[config.mk]
export PLATFORM = sky130hd
export DESIGN_NAME = clock_divider_multi
export DESIGN_NICKNAME = d
export VERILOG_FILES = /design/src/rtl/clock_divider_multi.sv
export SDC_FILE = /design/constraint.sdc
export NUM_CORES = 1
export LEC_CHECK = 0
export ABC_AREA = 1
export ABC_CLOCK_PERIOD_IN_PS = 3140
export BUFFER_PORTS_ARGS = -buffer_cell sky130_fd_sc_hd__clkbuf_2
export CAP_MARGIN = 10
export CORE_UTILIZATION = 30
export CTS_CLUSTER_SIZE = 14
export DETAILED_ROUTE_END_ITERATION = 16
export GPL_TIMING_DRIVEN = 0
export PLACE_DENSITY = 0.51
export SLEW_MARGIN = 5
export SYNTH_ARGS = -nofsm -noshare
export SYNTH_HDL_FRONTEND = slang
export SYNTH_SLANG_ARGS = --single-unit
[constraint.sdc]
create_clock -name clock_in -period 3.14 [get_ports clock_in]
set_clock_uncertainty 0.1 [all_clocks]
set_input_delay 0.314 -clock clock_in [delete_from_list [all_inputs] [get_ports clock_in]]
set_output_delay 0.314 -clock clock_in [all_outputs]
set_load 0.01 [all_outputs]
[src/rtl/clock_divider_multi.sv]
// Multi-channel programmable clock divider.
// Each channel counts clock_in cycles up to its divisor and produces either a
// square wave or a single-cycle pulse, plus a wrap tick. New divisors are
// staged as pending loads and take effect at the next period boundary, or
// immediately while the channel is disabled.
module clock_divider_multi #(
  parameter int unsigned      WIDTH       = 28,
  parameter int unsigned      NCH         = 4,
  parameter int unsigned      SELW        = 2,
  parameter logic [WIDTH-1:0] DEFAULT_DIV = WIDTH'(7692307)
) (
  input  logic             clock_in,
  input  logic             reset,
  input  logic [NCH-1:0]   enable,
  input  logic             load,
  input  logic [SELW-1:0]  load_sel,
  input  logic [WIDTH-1:0] load_div,
  input  logic             load_mode,
  output logic [NCH-1:0]   load_pending,
  output logic             load_err,
  output logic [NCH-1:0]   clock_out,
  output logic [NCH-1:0]   tick
);

  logic [WIDTH-1:0] cnt_q      [NCH];
  logic [WIDTH-1:0] cnt_d      [NCH];
  logic [WIDTH-1:0] div_q      [NCH];
  logic [WIDTH-1:0] div_d      [NCH];
  logic [WIDTH-1:0] pend_div_q [NCH];
  logic [WIDTH-1:0] pend_div_d [NCH];
  logic [NCH-1:0]   mode_q, mode_d;
  logic [NCH-1:0]   pend_mode_q, pend_mode_d;
  logic [NCH-1:0]   pending_q, pending_d;
  logic [NCH-1:0]   clk_q, clk_d;
  logic [NCH-1:0]   tick_q, tick_d;
  logic             err_q, err_d;
  logic [NCH-1:0]   wrap;
  logic             load_ok;

  // Load validation and per-channel period-end detection (>= tolerates cnt overshoot)
  always_comb begin
    load_ok = load && (load_div >= WIDTH'(2)) && (32'(load_sel) < NCH);
    err_d   = load && !load_ok;
    for (int unsigned i = 0; i < NCH; i++) begin
      wrap[i] = cnt_q[i] >= (div_q[i] - WIDTH'(1));
    end
  end

  // Next-state for counters, divisor/mode registers, staged loads and outputs
  always_comb begin
    cnt_d       = cnt_q;
    div_d       = div_q;
    pend_div_d  = pend_div_q;
    mode_d      = mode_q;
    pend_mode_d = pend_mode_q;
    pending_d   = pending_q;
    clk_d       = '0;
    tick_d      = '0;
    for (int unsigned i = 0; i < NCH; i++) begin
      if (!enable[i]) begin
        cnt_d[i] = '0;
        if (pending_q[i]) begin
          div_d[i]     = pend_div_q[i];
          mode_d[i]    = pend_mode_q[i];
          pending_d[i] = 1'b0;
        end
      end else begin
        tick_d[i] = wrap[i];
        clk_d[i]  = mode_q[i] ? wrap[i] : (cnt_q[i] < (div_q[i] >> 1));
        if (wrap[i]) begin
          cnt_d[i] = '0;
          if (pending_q[i]) begin
            div_d[i]     = pend_div_q[i];
            mode_d[i]    = pend_mode_q[i];
            pending_d[i] = 1'b0;
          end
        end else begin
          cnt_d[i] = cnt_q[i] + WIDTH'(1);
        end
      end
      // A load landing on the same cycle as an apply re-arms pending with the new value
      if (load_ok && (32'(load_sel) == i)) begin
        pend_div_d[i]  = load_div;
        pend_mode_d[i] = load_mode;
        pending_d[i]   = 1'b1;
      end
    end
  end

  // State registers with synchronous reset
  always_ff @(posedge clock_in) begin
    if (reset) begin
      for (int unsigned i = 0; i < NCH; i++) begin
        cnt_q[i]      <= '0;
        div_q[i]      <= DEFAULT_DIV;
        pend_div_q[i] <= DEFAULT_DIV;
      end
      mode_q      <= '0;
      pend_mode_q <= '0;
      pending_q   <= '0;
      clk_q       <= '0;
      tick_q      <= '0;
      err_q       <= 1'b0;
    end else begin
      cnt_q       <= cnt_d;
      div_q       <= div_d;
      pend_div_q  <= pend_div_d;
      mode_q      <= mode_d;
      pend_mode_q <= pend_mode_d;
      pending_q   <= pending_d;
      clk_q       <= clk_d;
      tick_q      <= tick_d;
      err_q       <= err_d;
    end
  end

  assign load_pending = pending_q;
  assign load_err     = err_q;
  assign clock_out    = clk_q;
  assign tick         = tick_q;

endmodule

==> impl_metrics.ini, run 1 <==
[outcome]
status = finished with violations
violations = setup timing

[layout]
layout_common_cells = 606 x nand2_1, 418 x inv_1, 333 x nor2_1
post-route-cell-area_um2 = 30000
drive_gt1_frac = 0.228
multi_input_area_um2 = 15900
layout_commonest_cell = nand2_1
nNetsFinal = 3840
syn2layout_area_growth_pct = 29.9
fill_cells = 8148
seq_area_um2 = 7200

[worst_hold_path]
hp-class = primary input to flip-flop

[worst_setup_path]
cp_max_fo = 6
crit_type = flip-flop to flip-flop
critPathBufInv = 4
arrival_ns = 3.60
cp_top_family = simple AND/OR/NAND/NOR gates
cp_slowest_cell = dfxtp_4
end_kind = flip-flop
start_kind = flip-flop
cp.required_ns = 3.47
critPathMaxStageDelay_ns = 0.37
cp_cell_sequence = inv_4, ha_4, nand2_4, nor3_4, nand4_4, nor2_2, xor2_1, inv_1, ha_1, nand2_2, a21oi_1, nor2_1, nand2_2, a21oi_4, nand3_4, buf_8, buf_8, nand3_4, nand3_2

[synth]
syn-cell-area_um2 = 23100
synthArstFlopShare = 0
yosysUniqueCellTypes = 46
ys_seq_elements = 357
yosys_warnings = 0
ys_seq_area_frac = 0.309
yosys-top-cells-area = dfxtp_1 31%, ha_1 12%, nand2_1 11%, nand3_1 8.4%, inv_1 7.0%
synth_edf_count = 0
netlist_instances = 3351
synth_fp_nets = 3613
synth_top_area_cell = dfxtp_1
ys.flop_type = dfxtp_1
syn_area_per_cell_um2 = 6.90
synth_top_area_share = 0.309

[timing]
finalMaxSlewViolations = 0
finalHoldViolCount = 0
fin_crit_sh = 1.04
rsz0062_at_grt = true
whs_ns = 0.0330
max-slew-margin-rel = 0.193
worstMarginPinSlew_ns = 1.21
fmax_mhz = 306
finalWorstSetupSlack_ns = -0.128
finalSetupViolCount = 91
fin_crit_ns = 3.27

[placed_design]
hpwlAfterDp_um = 52600
dpl_cell_area_um2 = 24600
io_buffer_count = 50
gp_congestion = 0.842
post-place-ws_ns = -0.652

[global_routing]
overflow = 0
grt_pass1_wl_um = 113000
antenna_found_initial = 2
track_usage = 0.179
grt_pass1_vias = 21100
grt_max_degree = 14

[pwr]
finalPower_mw = 11.4
ir_worst_vdd_v = 0.000432
p_leak_nw = 12.7
p_per_area_nw_per_um2 = 380

[clocking]
clk_latency_ns = 0.59
clk_pin_slew_ns = 0.06
cts_buffers = 43
htree_levels = 2
cts_sinks = 357
cts-root-buf = clkbuf_16
cts_tree = yes
cts_buffer_depth = 3

[route]
drt_iter0_drc = 1170
ant_nets = 0
via_per_inst = 4.73
wl_per_cell_um = 15.5
routed_wl_um = 71900
first_pass_iters = 6
num_vias = 21951
drc = 0

[floorplanning]
io_pins = 51
dieArea_um2 = 78100
core_area_um2 = 76100
chipHeight_um = 280
die_x_um = 280
rows = 101
start_util = 0.304

[run]
drv_cap = 0
through the flow:
| stage | instances | util | setup TNS (ns) |
|---|---|---|---|
| 2_1_floorplan | 3351 | - | 0 |
| 3_3_place_gp | 4431 | 0.324 | -80.73 |
| 3_5_place_dp | 4431 | 0.324 | -81.51 |
| 4_1_cts | 4585 | 0.365 | -9.69 |
| 5_1_grt | 4642 | 0.394 | -45.48 |
| 6_report | 4643 | 0.394 | -4.66 |
synthesized netlist by cell type (3+ instances only):
| library cell | n |
|---|---|
| a21o_1 | 10 |
| a21oi_1 | 263 |
| a21oi_2 | 5 |
| a31oi_1 | 3 |
| and3_1 | 4 |
| buf_1 | 20 |
| buf_2 | 31 |
| buf_4 | 13 |
| buf_6 | 6 |
| clkbuf_1 | 41 |
| dfxtp_1 | 357 |
| ha_1 | 224 |
| inv_1 | 433 |
| inv_2 | 15 |
| nand2_1 | 686 |
| nand2_2 | 19 |
| nand2_4 | 3 |
| nand3_1 | 387 |
| nand3_2 | 12 |
| nand3_4 | 3 |
| nand3b_1 | 5 |
| nand4_1 | 56 |
| nand4_2 | 4 |
| nor2_1 | 403 |
| nor2_2 | 17 |
| nor2_4 | 16 |
| nor3_1 | 43 |
| nor3_2 | 9 |
| nor3_4 | 6 |
| nor3b_1 | 3 |
| nor4_1 | 13 |
| nor4_2 | 4 |
| o21ai_0 | 54 |
| o21bai_1 | 3 |
| or2_0 | 8 |
| or2_1 | 7 |
| or2_2 | 10 |
| xnor2_1 | 22 |
| xor2_1 | 123 |
timing repair:
| item | 4_1_cts | 5_1_grt |
|---|---|---|
| cloned | 10 | 12 |
| resized for setup | 243 | 406 |
| setup buffers | 57 | 49 |
| hold buffers | 8 | 0 |
| endpoints found under the setup margin | 238 | 239 |
| hold endpoints to repair | 13 | 0 |
| pin swaps | 91 | 148 |
registers in the layout, summed over array words and instances (netlist names):
register / cells
cnt_q: 112
div_q: 112
pend_div_q: 112
clock_out: 4
load_pending: 4
mode_q: 4
pend_mode_q: 4
tick: 4
load_err: 1
final cells by class:
type	instances	share of cell area
flip-flops and latches	357	0.240
plain buffers	111	0.0250
clock inverters	18	0.00834
inverters	450	0.0575
well taps	1030	0.0429
multi-input cells	2436	0.529
clock buffers	61	0.0425
diodes	1	0.0000834
repair buffers	179	0.0549
power by group:
part / switching (mW) / internal [mW]
logic: 0.761 / 0.453
registers: 0.119 / 4.65
clock network: 2.17 / 3.25
path summary, 6_finish.rpt:
kind	start	to	cells past startpoint	slack [ns]
worst min register to register	pend_div_q[96]	pend_div_q[96]	2	0.36
worst max-delay path	div_q[57]	div_q[70]	19	-0.13
worst min-delay path	load_div[25]	pend_div_q[109]	3	0.03
worst max register to register	div_q[57]	div_q[70]	19	-0.13
logic make-up after synthesis:
| logic type | synth area share |
|---|---|
| XOR/XNOR | 0.0550 |
| buffers and inverters | 0.0969 |
| flip-flops | 0.309 |
| AND/OR/NAND/NOR | 0.341 |
| AO/OA/AOI/OAI | 0.0762 |
| adder cells (fa/ha/maj) | 0.121 |
tightest hold or removal path, delay by kind of cell:
kind / cells / cell delay [ns]
buffers and inverters: 1 / 0.18
AND/OR/NAND/NOR: 1 / 0.12
AO/OA/AOI/OAI: 1 / 0.06
layer usage:
layer | routed length, µm | part of all wire | vias to the layer above | GRT usage
met1 | 35400 | 0.49 | 10202 | 0.250
met5 | 0 | 0 | - | 0
met2 | 32500 | 0.45 | 349 | 0.291
met4 | 1330 | 0.019 | 0 | 0.0433
met3 | 2640 | 0.037 | 78 | 0.0203
li1 | - | - | 11322 | -
(Power assumes the default switching activity.)
==> inputs of run 2 (changes only) <==
--- a/config.mk
+++ b/config.mk
@@ -6,14 +6,14 @@
 export NUM_CORES = 1
 export LEC_CHECK = 0
 export ABC_AREA = 1
-export ABC_CLOCK_PERIOD_IN_PS = 3140
+export ABC_CLOCK_PERIOD_IN_PS = 3800
 export BUFFER_PORTS_ARGS = -buffer_cell sky130_fd_sc_hd__clkbuf_2
 export CAP_MARGIN = 10
 export CORE_UTILIZATION = 30
 export CTS_CLUSTER_SIZE = 14
 export DETAILED_ROUTE_END_ITERATION = 16
 export GPL_TIMING_DRIVEN = 0
-export PLACE_DENSITY = 0.51
+export PLACE_DENSITY = 0.49
 export SLEW_MARGIN = 5
 export SYNTH_ARGS = -nofsm -noshare
 export SYNTH_HDL_FRONTEND = slang
==> constraint.sdc (replaced) <==
create_clock -name clock_in -period 3.8 [get_ports clock_in]
set_clock_uncertainty 0.1 [all_clocks]
set_input_delay 0.38 -clock clock_in [delete_from_list [all_inputs] [get_ports clock_in]]
set_output_delay 0.38 -clock clock_in [all_outputs]
set_load 0.01 [all_outputs]
==> impl_metrics.ini, run 2 (synthesis gave the netlist of run 1 again) <==
[pwr]
p_leak_nw = 11.6
p_per_area_nw_per_um2 = 346
ir_worst_vdd_v = 0.000262

[worst_setup_path]
crit_type = flip-flop to flip-flop
start_kind = flip-flop
cp-endpoint = cnt_q[76]
reg2reg_slack_ns = 0.31
arrival_ns = 3.85
cp-startpoint = div_q[56]
cp_max_fo = 10
rr_endpoint = cnt_q[76]
worst_r2r_path_depth = 18
cp.required_ns = 4.16
r2r-start = div_q[56]
end_kind = flip-flop

[layout]
post-route-util = 0.345
syn2layout_area_growth_pct = 13.5
layout_commonest_cell = nand2_1
largest_registers = cnt_q x112, div_q x112, pend_div_q x112
drive_gt1_frac = 0.0891
nNetsFinal = 3714
antenna_cells = 0
post-route-cell-area_um2 = 26200
layout_common_cells = 684 x nand2_1, 431 x inv_1, 402 x nor2_1

[route]
ant_nets = 0
routed_wl_um = 67400
wl_per_cell_um = 14.9
drc = 0
num_vias = 20944
drt_iter0_drc = 1278
via_per_inst = 4.64
first_pass_iters = 5

[placed_design]
io_buffer_count = 50
gp_congestion = 0.851
dpl_cell_area_um2 = 24600
hpwlAfterDp_um = 53300

[global_routing]
met2_usage = 0.272
grt_pass1_vias = 19830
grt.busiest_layer = met2
grt_max_degree = 13
track_usage = 0.173
grt_pass1_wl_um = 109000
antenna_found_initial = 0
overflow = 0
use_met1 = 0.248
met3_usage = 0.0245

[clocking]
htree_levels = 2
clk_pin_slew_ns = 0.06
cts_sinks = 357
clk_latency_ns = 0.58
cts_buffers = 44
cts_buffer_depth = 3
cts_tree = yes
cts-root-buf = clkbuf_16

[worst_hold_path]
hp-class = primary input to flip-flop
hold_start = enable[3]

[timing]
rsz0062_at_grt = false
finalSetupViolCount = 0
finalHoldViolCount = 0
fin_crit_ns = 3.49
worstMarginPinSlew_ns = 1.07
final.setup.tns_ns = 0
fmax_mhz = 287
fin_crit_sh = 0.918
finalMaxSlewViolations = 0
max-slew-margin-rel = 0.286

[floorplanning]
start_util = 0.304
chipHeight_um = 280
core_area_um2 = 76100
dieArea_um2 = 78100
rows = 101
io_pins = 51
die_x_um = 280

[outcome]
status = completed

[run]
drv_cap = 0
## run 2: changes by cell type in the layout (fill, tap and decap cells not counted), moves of 18 or more
cell	before	now
a21oi_2	64	5
nor2_1	333	402
nand3_1	265	386
nand2_1	606	684
nand3_2	99	13
nor2_4	43	19
buf_6	43	6
nor2_2	60	15
dfxtp_2	18	0
buf_4	76	19
dfxtp_1	332	357
nand3_4	38	3
a21oi_1	200	263
nand2_2	76	19
## run 2: area by class of cell
cell class                 count  area (µm²)
timing repair buffer          55         288
sequential                   357        7150
clock inverter                13         178
buffer                       111         557
fill                        8474       49800
clock buffer                  62        1310
tap                         1030        1290
multi-input combinational   2433       13800
inverter                     450        1690
## run 2: through the flow
stage,hold slack [ns],worst slack (ns),total power [mW],cells
2_1_floorplan,0.329,0.883,4.48,3351
3_3_place_gp,0.347,0.0491,4.76,4431
5_1_grt,0.0793,0.00109,9.45,4511
6_report,0.0932,0.313,9.08,4511
3_5_place_dp,0.348,0.0765,4.76,4431
4_1_cts,0.0602,0.0432,9.19,4506
## run 2: where the power goes
part,internal (mW),switching [mW],total [mW]
Clock,2.66,1.75,4.40
Combinational,0.236,0.517,0.753
Sequential,3.84,0.0856,3.93
Total,6.73,2.35,9.08
## run 2: per-layer routing
metal / share of wire / routed length, µm
met1: 0.50 / 34000
met2: 0.43 / 29100
met3: 0.046 / 3130
met4: 0.018 / 1200
met5: 0 / 0
## run 2: worst min-delay path by stage
| stage | to | cells past startpoint |
|---|---|---|
| final | tick[3] | 3 |
| after global routing | tick[3] | 3 |
| after CTS | pend_mode_q[1] | 3 |
| after detailed placement | pend_div_q[41] | 2 |
| after global placement | pend_div_q[4] | 2 |
| after floorplan | div_q[0] | 2 |
## run 2: what timing repair did
item                                    4_1_cts  5_1_grt
buffers inserted                              0        5
gates resized for setup                       0       18
endpoints found under the setup margin        0      146
hold buffers                                  0        0
## run 2: worst max-delay path, stage by stage (launching register included)
cell,delay [ns]
dfxtp_1,0.36
inv_1,0.14
ha_1,0.21
nand2_2,0.11
nor3_4,0.31
nand4_4,0.19
nor4_2,0.29
xor2_1,0.12
ha_1,0.30
nand2_1,0.06
nor2_1,0.13
nand2_1,0.13
nor2_1,0.12
nand2_1,0.09
nand2_1,0.09
inv_1,0.06
nand2_2,0.17
buf_2,0.31
nor2_1,0.06
==> inputs of run 3 (changes only) <==
--- a/config.mk
+++ b/config.mk
@@ -5,7 +5,6 @@
 export SDC_FILE = /design/constraint.sdc
 export NUM_CORES = 1
 export LEC_CHECK = 0
-export ABC_AREA = 1
 export ABC_CLOCK_PERIOD_IN_PS = 3800
 export BUFFER_PORTS_ARGS = -buffer_cell sky130_fd_sc_hd__clkbuf_2
 export CAP_MARGIN = 10
==> impl_metrics.ini, run 3 <==
[synth]
ys_seq_area_frac = 0.345
yosysMostFrequentCell = dfxtp_1
netlist_instances = 2440
synthArstFlopShare = 0
ys_seq_elements = 357
synth_fp_nets = 2702
yosys-top-cells-count = 357 x dfxtp_1, 343 x nor2_1, 224 x ha_1, 215 x nand2_1, 148 x xnor2_1
synth_top_area_share = 0.345
yosys_warnings = 0
yosys-top-cells-area = dfxtp_1 35%, ha_1 14%, mux2i_1 7.0%, xnor2_1 6.3%, nor2_1 6.2%
yosysUniqueCellTypes = 61
synth_top_area_cell = dfxtp_1
synth_edf_count = 0
ys.flop_type = dfxtp_1
syn-cell-area_um2 = 20700
syn_area_per_cell_um2 = 8.48

[global_routing]
grt_max_degree = 14
grt_pass1_vias = 17181
overflow = 0
track_usage = 0.164
grt_pass1_wl_um = 91700
antenna_found_initial = 2

[layout]
syn2layout_area_growth_pct = 21.7
largest_registers = cnt_q x112, div_q x112, pend_div_q x112
fill_cells = 6951
nNetsFinal = 2860
multi_input_area_um2 = 13500
post-route-util = 0.372
layout_commonest_cell = dfxtp_1
drive_gt1_frac = 0.134
seq_area_um2 = 7180
layout_common_cells = 346 x dfxtp_1, 308 x nor2_1, 224 x ha_1

[outcome]
violations = setup timing
status = finished with violations

[route]
drc = 0
drt_iter0_drc = 964
num_vias = 17208
ant_nets = 0
first_pass_iters = 5
via_per_inst = 4.92
routed_wl_um = 58600
wl_per_cell_um = 16.7

[pwr]
p_leak_nw = 10.4
finalPower_mw = 8.38
p_per_area_nw_per_um2 = 333
ir_worst_vdd_v = 0.000283

[worst_hold_path]
hold_start = enable[2]
holdPathStages = 3
hp-class = primary input to flip-flop
hold_end = load_pending[2]

[timing]
fmax_mhz = 248
fin_crit_ns = 4.04
final.setup.tns_ns = -9.46
worstMarginPinSlew_ns = 0.962
finalWorstSetupSlack_ns = -0.235
finalSetupViolCount = 98
fin_crit_sh = 1.06
finalHoldViolCount = 0
rsz0062_at_grt = true
max-slew-margin-rel = 0.359
finalMaxSlewViolations = 0

[clocking]
clk_pin_slew_ns = 0.06
htree_levels = 2
cts_buffer_depth = 3
cts_sinks = 357
cts-root-buf = clkbuf_16
holdBufCountCts = 0
cts_buffers = 41
clk_latency_ns = 0.56
cts_tree = yes

[placed_design]
hpwlAfterDp_um = 44000
gp_congestion = 0.839
io_buffer_count = 50

[worst_setup_path]
worst_r2r_path_depth = 18
rr_endpoint = div_q[58]
cp.required_ns = 4.11
critPathMaxStageDelay_ns = 0.45
start_kind = flip-flop
crit_type = flip-flop to flip-flop
r2r-start = div_q[73]
reg2reg_slack_ns = -0.24
cp_slowest_cell = or4_4
cp_cell_sequence = inv_2, nand3_2, or3_4, or4_4, or4_4, nor3_4, xnor2_1, ha_1, nand2_2, nor2_4, a211oi_4, nand3_1, o211ai_1, buf_4, buf_12, buf_12, mux2i_1, nor2_1
cp_max_fo = 5
critPathBufInv = 4
end_kind = flip-flop
cp_top_family = simple AND/OR/NAND/NOR gates
arrival_ns = 4.34

[floorplanning]
chipHeight_um = 265
core_area_um2 = 67800
die_x_um = 265
io_pins = 51
start_util = 0.306
dieArea_um2 = 70100
rows = 95

[run]
drv_cap = 0
## run 3: changes by cell type after synthesis, moves of 60 or more
| cell | previous run | this run |
|---|---|---|
| nand2_1 | 686 | 215 |
| nand3_1 | 387 | 66 |
| inv_1 | 433 | 141 |
| mux2i_1 | 0 | 144 |
| a21oi_1 | 263 | 123 |
| nand2b_1 | 0 | 128 |
| xnor2_1 | 22 | 148 |
| xor2_1 | 123 | 55 |
| nor2_1 | 403 | 343 |
## run 3: what timing repair did
item                       in CTS  in global routing
setup endpoints to repair     235                218
setup buffers                  42                 17
gates resized for setup       150                131
cloned                          7                  6
pin swaps                      33                 38
## run 3: worst max path at each step
stage	from	to	slack [ns]	cells past startpoint
6_report	div_q[73]	div_q[58]	-0.24	18
5_1_grt	div_q[73]	div_q[73]	-0.39	18
4_1_cts	div_q[34]	div_q[55]	-0.23	16
3_5_place_dp	div_q[33]	cnt_q[52]	-1.01	15
3_3_place_gp	div_q[33]	cnt_q[49]	-0.98	15
2_1_floorplan	div_q[72]	div_q[66]	-0.01	16
## run 3: tightest hold or removal path, stage by stage
cell	delay (ns)
clkbuf_2	0.12
nand3_2	0.08
a21oi_1	0.05
## run 3: stage by stage
stage	instance area (µm²)	setup slack (ns)	cells	hold WS, ns
after floorplan	20700	-0.0120	2440	0.332
after global placement	22100	-0.977	3363	0.347
after detailed placement	22100	-1.01	3363	0.348
after CTS	24500	-0.226	3481	0.00486
after global routing	25200	-0.390	3499	0.0123
final	25200	-0.235	3500	0.0251
## run 3: kinds of logic (layout without fill, tap and decap cells)
logic type | count (synthesis) | count (layout) | synth area share
AOI/OAI and AO/OA | 281 | 281 | 0.0843
other | 0 | 2 | 0
DFF | 357 | 357 | 0.345
xor gates and xnor gates | 203 | 203 | 0.0859
and+or+nand+nor | 1005 | 1005 | 0.236
buffers and inverters | 226 | 411 | 0.0430
adders and majority gates | 224 | 224 | 0.135
muxes | 144 | 144 | 0.0696
## run 3: where the power goes
group	total, mW	internal [mW]	switching (mW)
combinational	0.480	0.182	0.299
sequential	3.84	3.80	0.0438
clock	4.05	2.46	1.60
## run 3: per-layer routing
| metal | up-vias | GRT usage | wire (µm) |
|---|---|---|---|
| li1 | 8677 | - | - |
| met1 | 8153 | 0.219 | 27800 |
| met2 | 287 | 0.266 | 26500 |
| met3 | 91 | 0.0270 | 2740 |
| met4 | 0 | 0.0545 | 1550 |
| met5 | - | 0 | 0 |
## run 3: final cells by class
class | count | share of cell area
well taps | 873 | 0.0433
flip-flops and latches | 357 | 0.285
plain buffers | 78 | 0.0195
clock inverters | 11 | 0.00616
multi-input cells | 1857 | 0.535
inverters | 144 | 0.0215
diodes | 2 | 0.000199
repair buffers | 119 | 0.0419
clock buffers | 59 | 0.0478
